## config.mk

```make
export PLATFORM = sky130hd
export DESIGN_NAME = oclib_csr_splitter
export DESIGN_NICKNAME = d
export VERILOG_FILES = /design/src/rtl/oclib_csr_splitter.sv
export SDC_FILE = /design/constraint.sdc
export NUM_CORES = 1
export LEC_CHECK = 0
export ABC_CLOCK_PERIOD_IN_PS = 3800
export CAP_MARGIN = 0
export CORE_MARGIN = 5
export CORE_UTILIZATION = 43
export DETAILED_ROUTE_END_ITERATION = 6
export PLACE_DENSITY = 0.95
export SYNTH_ARGS = -nofsm -noshare
export SYNTH_HDL_FRONTEND = slang
export SYNTH_SLANG_ARGS = --single-unit
```

## constraint.sdc

```tcl
create_clock -name clock -period 3.8 [get_ports clock]
set_clock_uncertainty 0.15 [all_clocks]
set_input_delay 0.76 -clock clock [delete_from_list [all_inputs] [get_ports clock]]
set_output_delay 0.76 -clock clock [all_outputs]
set_load 0.005 [all_outputs]
```

## src/rtl/oclib_csr_splitter.sv

```systemverilog
// CSR fan-out: routes each initiator transaction to the target picked by an address field,
// with timeout, error responses for unmapped/illegal requests and a saturating error count.
module oclib_csr_splitter #(
    parameter int unsigned NumTargets      = 4,
    parameter int unsigned AddressWidth    = 32,
    parameter int unsigned DataWidth       = 32,
    parameter int unsigned SelectLsb       = 16,
    parameter int unsigned TimeoutCycles   = 1024,
    parameter int unsigned ErrorCountWidth = 16
) (
    input  logic                            clock,
    input  logic                            reset,
    input  logic                            inRead,
    input  logic                            inWrite,
    input  logic [AddressWidth-1:0]         inAddress,
    input  logic [DataWidth-1:0]            inWdata,
    output logic                            inReady,
    output logic                            inError,
    output logic [DataWidth-1:0]            inRdata,
    output logic [NumTargets-1:0]           outRead,
    output logic [NumTargets-1:0]           outWrite,
    output logic [AddressWidth-1:0]         outAddress,
    output logic [DataWidth-1:0]            outWdata,
    input  logic [NumTargets-1:0]           outReady,
    input  logic [NumTargets-1:0]           outError,
    input  logic [NumTargets*DataWidth-1:0] outRdata,
    output logic                            busy,
    output logic [ErrorCountWidth-1:0]      errorCount
);

    localparam int unsigned SelectBits = (NumTargets > 1) ? $clog2(NumTargets) : 1;
    localparam int unsigned TimerWidth = $clog2(TimeoutCycles);
    localparam logic [TimerWidth-1:0] TimerLast = TimerWidth'(TimeoutCycles - 1);
    localparam logic [SelectBits:0] NumTargetsW = (SelectBits + 1)'(NumTargets);

    typedef enum logic [1:0] {
        StIdle,
        StWait,
        StRespond
    } stateT;

    stateT                      stateQ, stateD;
    logic [NumTargets-1:0]      selQ;
    logic [NumTargets-1:0]      outReadQ, outWriteQ;
    logic [AddressWidth-1:0]    outAddressQ;
    logic [DataWidth-1:0]       outWdataQ;
    logic [TimerWidth-1:0]      timerQ;
    logic                       inErrorQ;
    logic [DataWidth-1:0]       inRdataQ;
    logic [ErrorCountWidth-1:0] errorCountQ;

    logic [SelectBits-1:0]      reqSel;
    logic [NumTargets-1:0]      reqOneHot;
    logic                       reqValid, reqIllegal, reqUnmapped;
    logic                       ackHit, ackErr;
    logic [DataWidth-1:0]       ackRdata;
    logic                       startTxn, respondNow, respError;
    logic [DataWidth-1:0]       respRdata;

    assign reqSel      = inAddress[SelectLsb +: SelectBits];
    assign reqValid    = inRead | inWrite;
    assign reqIllegal  = inRead & inWrite;
    assign reqUnmapped = ({1'b0, reqSel} >= NumTargetsW);

    always_comb begin
        reqOneHot = '0;
        for (int i = 0; i < NumTargets; i++) begin
            reqOneHot[i] = (reqSel == SelectBits'(i));
        end
    end

    // Only the latched target's lanes matter; everything else is masked off.
    assign ackHit = |(outReady & selQ);
    assign ackErr = |(outReady & outError & selQ);

    always_comb begin
        ackRdata = '0;
        for (int i = 0; i < NumTargets; i++) begin
            if (selQ[i]) begin
                ackRdata = outRdata[i*DataWidth +: DataWidth];
            end
        end
    end

    // State register
    always_ff @(posedge clock) begin
        if (reset) begin
            stateQ <= StIdle;
        end else begin
            stateQ <= stateD;
        end
    end

    // Next-state and response decision
    always_comb begin
        stateD     = stateQ;
        startTxn   = 1'b0;
        respondNow = 1'b0;
        respError  = 1'b0;
        respRdata  = '0;
        unique case (stateQ)
            StIdle: begin
                if (reqValid) begin
                    if (reqIllegal || reqUnmapped) begin
                        stateD     = StRespond;
                        respondNow = 1'b1;
                        respError  = 1'b1;
                    end else begin
                        stateD   = StWait;
                        startTxn = 1'b1;
                    end
                end
            end
            StWait: begin
                // An ack in the expiry cycle takes priority over the timeout.
                if (ackHit) begin
                    stateD     = StRespond;
                    respondNow = 1'b1;
                    respError  = ackErr;
                    respRdata  = (|outReadQ) ? ackRdata : '0;
                end else if (timerQ == TimerLast) begin
                    stateD     = StRespond;
                    respondNow = 1'b1;
                    respError  = 1'b1;
                end
            end
            StRespond: begin
                stateD = StIdle;
            end
            default: begin
                stateD = StIdle;
            end
        endcase
    end

    // Outputs
    always_comb begin
        inReady = (stateQ == StRespond);
        busy    = (stateQ != StIdle);
    end

    always_ff @(posedge clock) begin
        if (reset) begin
            selQ        <= '0;
            outReadQ    <= '0;
            outWriteQ   <= '0;
            outAddressQ <= '0;
            outWdataQ   <= '0;
            timerQ      <= '0;
            inErrorQ    <= 1'b0;
            inRdataQ    <= '0;
            errorCountQ <= '0;
        end else begin
            if (startTxn) begin
                selQ        <= reqOneHot;
                outAddressQ <= inAddress;
                outWdataQ   <= inWdata;
                outReadQ    <= inRead ? reqOneHot : '0;
                outWriteQ   <= inWrite ? reqOneHot : '0;
                timerQ      <= '0;
            end else if (stateQ == StWait) begin
                timerQ <= timerQ + 1'b1;
            end
            if (respondNow) begin
                outReadQ  <= '0;
                outWriteQ <= '0;
                inErrorQ  <= respError;
                inRdataQ  <= respRdata;
                if (respError && (errorCountQ != '1)) begin
                    errorCountQ <= errorCountQ + 1'b1;
                end
            end
        end
    end

    assign outRead    = outReadQ;
    assign outWrite   = outWriteQ;
    assign outAddress = outAddressQ;
    assign outWdata   = outWdataQ;
    assign inError    = inErrorQ;
    assign inRdata    = inRdataQ;
    assign errorCount = errorCountQ;

endmodule

```

==> results.env <==
REGTOREGSETUPSLACK_NS=0.95
WORST_MARGIN_SLEW_NS=0.686
FIN_NETS=1287
GLOBAL_ROUTE.OVERFLOW_TOTAL=0
TIMING.CRITICAL_PATH.REQUIRED_NS=3.96
IO_BUFFERS=326
SYNTH_AREA_LEADERS='dfxtp_1 (45%), nand2_1 (12%), a21oi_1 (9.2%), a22o_1 (4.2%), a22oi_1 (4.1%)'
SYNTH_ENABLE_FLOP_CELLS=0
POST_DRT_WL_PER_CELL_MICRONS=17.9
POST_DETAILED_PLACEMENT_HALF_PERIMETER_WIRELENGTH_MICRONS=16700
CRITICAL_PATH_ARRIVAL_NS=3.38
HOLD_BUFFERS=0
WORST_HOLD_PATH.ENDPOINT='outWdata[31]$_SDFFE_PP0P_'
YS_DOMINANT_REG_CELL='dfxtp_1'
NUM_ANTENNA_CELLS=0
INITIAL_CORE_UTIL_PCT=43.9
POWER.STATIC_LEAKAGE_nW=3.74
VIAS_IN_THE_FIRST_GLOBAL_ROUTE=6706
GRT_MAX_DEGREE=76
AREA_OF_THE_MAPPED_NETLIST_SQ_UM=6090
SYNTH_SEQ_CELLS=137
TRITONCTS='built'
POWER_DENSITY_nW_PER_UM2=414
YS_ASYNC_SR_FRACTION_PCT=0
WORST_SKEW_PAIR.LATE_LATENCY_NS=0.42
VDD_IR_DROP_MAX_mV=0.369
MIN_PATH_TYPE='reg2reg'
HOLD_DEPTH=2
CTS_RESIZED=0
DIE_HEIGHT_MICRONS=129
DRCVIOLATIONCOUNT=0
SYNTH_CELL_TYPE_COUNT=45
CP.BUFFERS_INVERTERS=1
CTS.CLK_SLEW.WORST_PATHS_NS=0.06
DRT_PASS1_ITERATIONS=5
TIMING.HOLD.WS_NS=0.303
SYNTH_LARGEST_AREA_CELL='dfxtp_1'
INITIAL_ANTENNA_VIOLATION_COUNT=0
DESIGN.DIE.AREA_SQ_UM=16700
DRT-INITIAL-DRC-COUNT=580
ENDPOINT_KIND='flop'
DETAIL_ROUTE.WIRELENGTH_MICRONS=22700
NFILLCELLS=1019
SETUP_VIOL=0
RSZ0062_AT_GRT='no'
POWER_W=0.00420
SLEW_HEADROOM_PCT=54.3
GP_CONGESTION=0.889
FINISH.UTILIZATION_PCT=73.2
FLOW.AREA_GROWTH_FROM_SYNTHESIS_PCT=66.7
DRIVE_GT1_SHARE_PCT=6.51
IO_PINS=327
YS_SEQ_AREA_SHARE_PCT=45.0
RUN_STATUS='finished clean'
FP-ROW-COUNT=43
REG2REG_DEPTH=6
GRT_UTIL_ALL_LAYERS_PCT=26.3
FINAL_HOLD_VIO_COUNT=0
HOLD_PATH.STARTPOINT='outWdata[31]$_SDFFE_PP0P_'
H-TREE-DEPTH=4
DRT-VIAS-PER-INSTANCE=5.29
TIMING.CRITICAL_PATH.SLOWEST_STAGE_CELL='or4b_1'
SLEW_VIOLATIONS=0
SYNTHESIS.INSTANCES=781
TIMING.CRITICAL_PATH.CELLS='clkdlybuf4s50_1, ha_1, nor3b_2, a311oi_1, and2_1, or4b_1, nor4_1, mux2_2'
NUMBER_OF_CLOCK_BUFFERS_INSERTED_BY_TRITONCTS=17
CP_NUM_CELLS=8
R2R_PATH_END='errorCount[8]$_SDFFE_PP0P_'
MOST_FREQUENT_CELL_AFTER_SYNTHESIS='nand2_1'
DIE_X_MICRONS=129
TIMING.FINAL.CRIT_PERIOD_NS=3.22
SYNTH_AREA_PER_CELL_SQ_UM=7.80
YOSYS.AREA.TOP_TYPE_SHARE_PCT=45.0
CTS_BUFFER_DEPTH=2
CRITICAL_PATH.TOP_DELAY_FAMILY='simple AND/OR/NAND/NOR gates'
SYNTHESIS.NETS=990
GRT_FIRST_PASS_WIRELENGTH_MICRONS=34500
TIMING.FINAL.CRIT_SHARE_PCT=84.7
VIA_COUNT=6723
SETUP_TOTAL_NEGATIVE_SLACK_NS=0
CRIT_FANOUT=10
SYNTH_COMMON_CELLS='nand2_1 (188), dfxtp_1 (137), a21oi_1 (112), nor2_1 (64), clkbuf_1 (51)'
SYNTH-WARNING-COUNT=0
R2R-START='selQ[2]$_SDFFE_PP0P_'
CORE_SQ_UM=13900
CRIT_TYPE='in2reg'
ANT_NETS=0
CRIT_PATH_START_KIND='primary input'
CLOCKROOTBUFFER='clkbuf_16'
POST_CTS.REPAIR.SETUP_BUFFERS=0
ACHIEVABLE-FREQUENCY_MHz=311
LARGEST_STAGE_DELAY_ON_THE_CRITICAL_PATH_NS=0.67
CLOCK-SINKS=137
TIMING.MAX_CAP.VIOLATIONS=0
-- cells by family after synthesis --
family / synth area share (%)
flip-flops: 45.0
buffers and inverters: 4.31
AO/OA/AOI/OAI: 22.5
adder cells (fa/ha/maj): 1.03
multiplexers: 1.25
AND/OR/NAND/NOR: 24.0
XOR/XNOR: 1.87
-- routing by layer --
layer  vias up  wire length [microns]  global-route usage, %
met5         -                      0                      0
met4         0                    498                   8.46
met3        37                   2300                   10.7
met2       271                  11500                   46.1
met1      3124                   8420                   29.0
li1       3291                      -                      -
-- area by class of cell --
| class | instances | area [sq um] | area share (%) |
|---|---|---|---|
| clock buffers | 19 | 453 | 4.46 |
| clock inverters | 13 | 216 | 2.13 |
| inverters | 6 | 22.5 | 0.222 |
| multi-input cells | 576 | 3100 | 30.6 |
| flip-flops and latches | 137 | 2750 | 27.0 |
| well taps | 180 | 225 | 2.22 |
| repair buffers | 340 | 3390 | 33.4 |
-- worst reg2reg max path, stage by stage, from the launching register on --
cell,delay (ns)
dfxtp_2,0.46
a22oi_1,0.45
a211oi_1,0.18
and2_1,0.22
or4b_1,0.67
nor4_1,0.26
mux2_2,0.37
-- power breakdown --
| part | switching, W | leakage [nW] | internal, W |
|---|---|---|---|
| clock | 0.000644 | 0.328 | 0.00121 |
| sequential | 0.0000531 | 1.11 | 0.00152 |
| combinational | 0.000356 | 2.30 | 0.000427 |
| total | 0.00105 | 3.74 | 0.00315 |
-- through the flow --
stage / instance area (sq um) / std cells / worst slack (ns)
after global placement: 9490 / 1239 / 0.290
after CTS: 10200 / 1271 / 0.619
after floorplan: 6090 / 781 / 0.968
final: 10200 / 1271 / 0.581
after detailed placement: 9490 / 1239 / 0.202
after global routing: 10200 / 1271 / 0.513
-- flip-flops by register name, summed over array words and instances (netlist names) --
| name | cells |
|---|---|
| inRdata | 32 |
| outAddress | 32 |
| outWdata | 32 |
| errorCount | 16 |
| timerQ | 10 |
| outRead | 4 |
| outWrite | 4 |
| selQ | 4 |
| stateQ | 2 |
| inError | 1 |
-- worst max-delay path by stage --
| stage | startpoint | to | slack [ns] |
|---|---|---|---|
| after floorplan | outReady[2] | errorCount[8]$_SDFFE_PP0P_ | 0.97 |
| after global placement | inWrite | errorCount[8]$_SDFFE_PP0P_ | 0.29 |
| after detailed placement | inWrite | errorCount[8]$_SDFFE_PP0P_ | 0.20 |
| after CTS | inWrite | errorCount[8]$_SDFFE_PP0P_ | 0.62 |
| after global routing | inWrite | errorCount[8]$_SDFFE_PP0P_ | 0.51 |
| final | inWrite | errorCount[8]$_SDFFE_PP0P_ | 0.58 |
-- placed cells by master, fill, tap and decap left out, types with 13 or more instances in the layout --
cell type,instances
nand3_1,16
nor2b_1,13
nand2_1,187
a22o_1,29
o21ai_0,33
a21oi_1,112
clkbuf_16,17
a22oi_1,33
nor2_1,64
buf_4,13
clkdlybuf4s50_1,325
dfxtp_1,135
(Power assumes the default switching activity.)
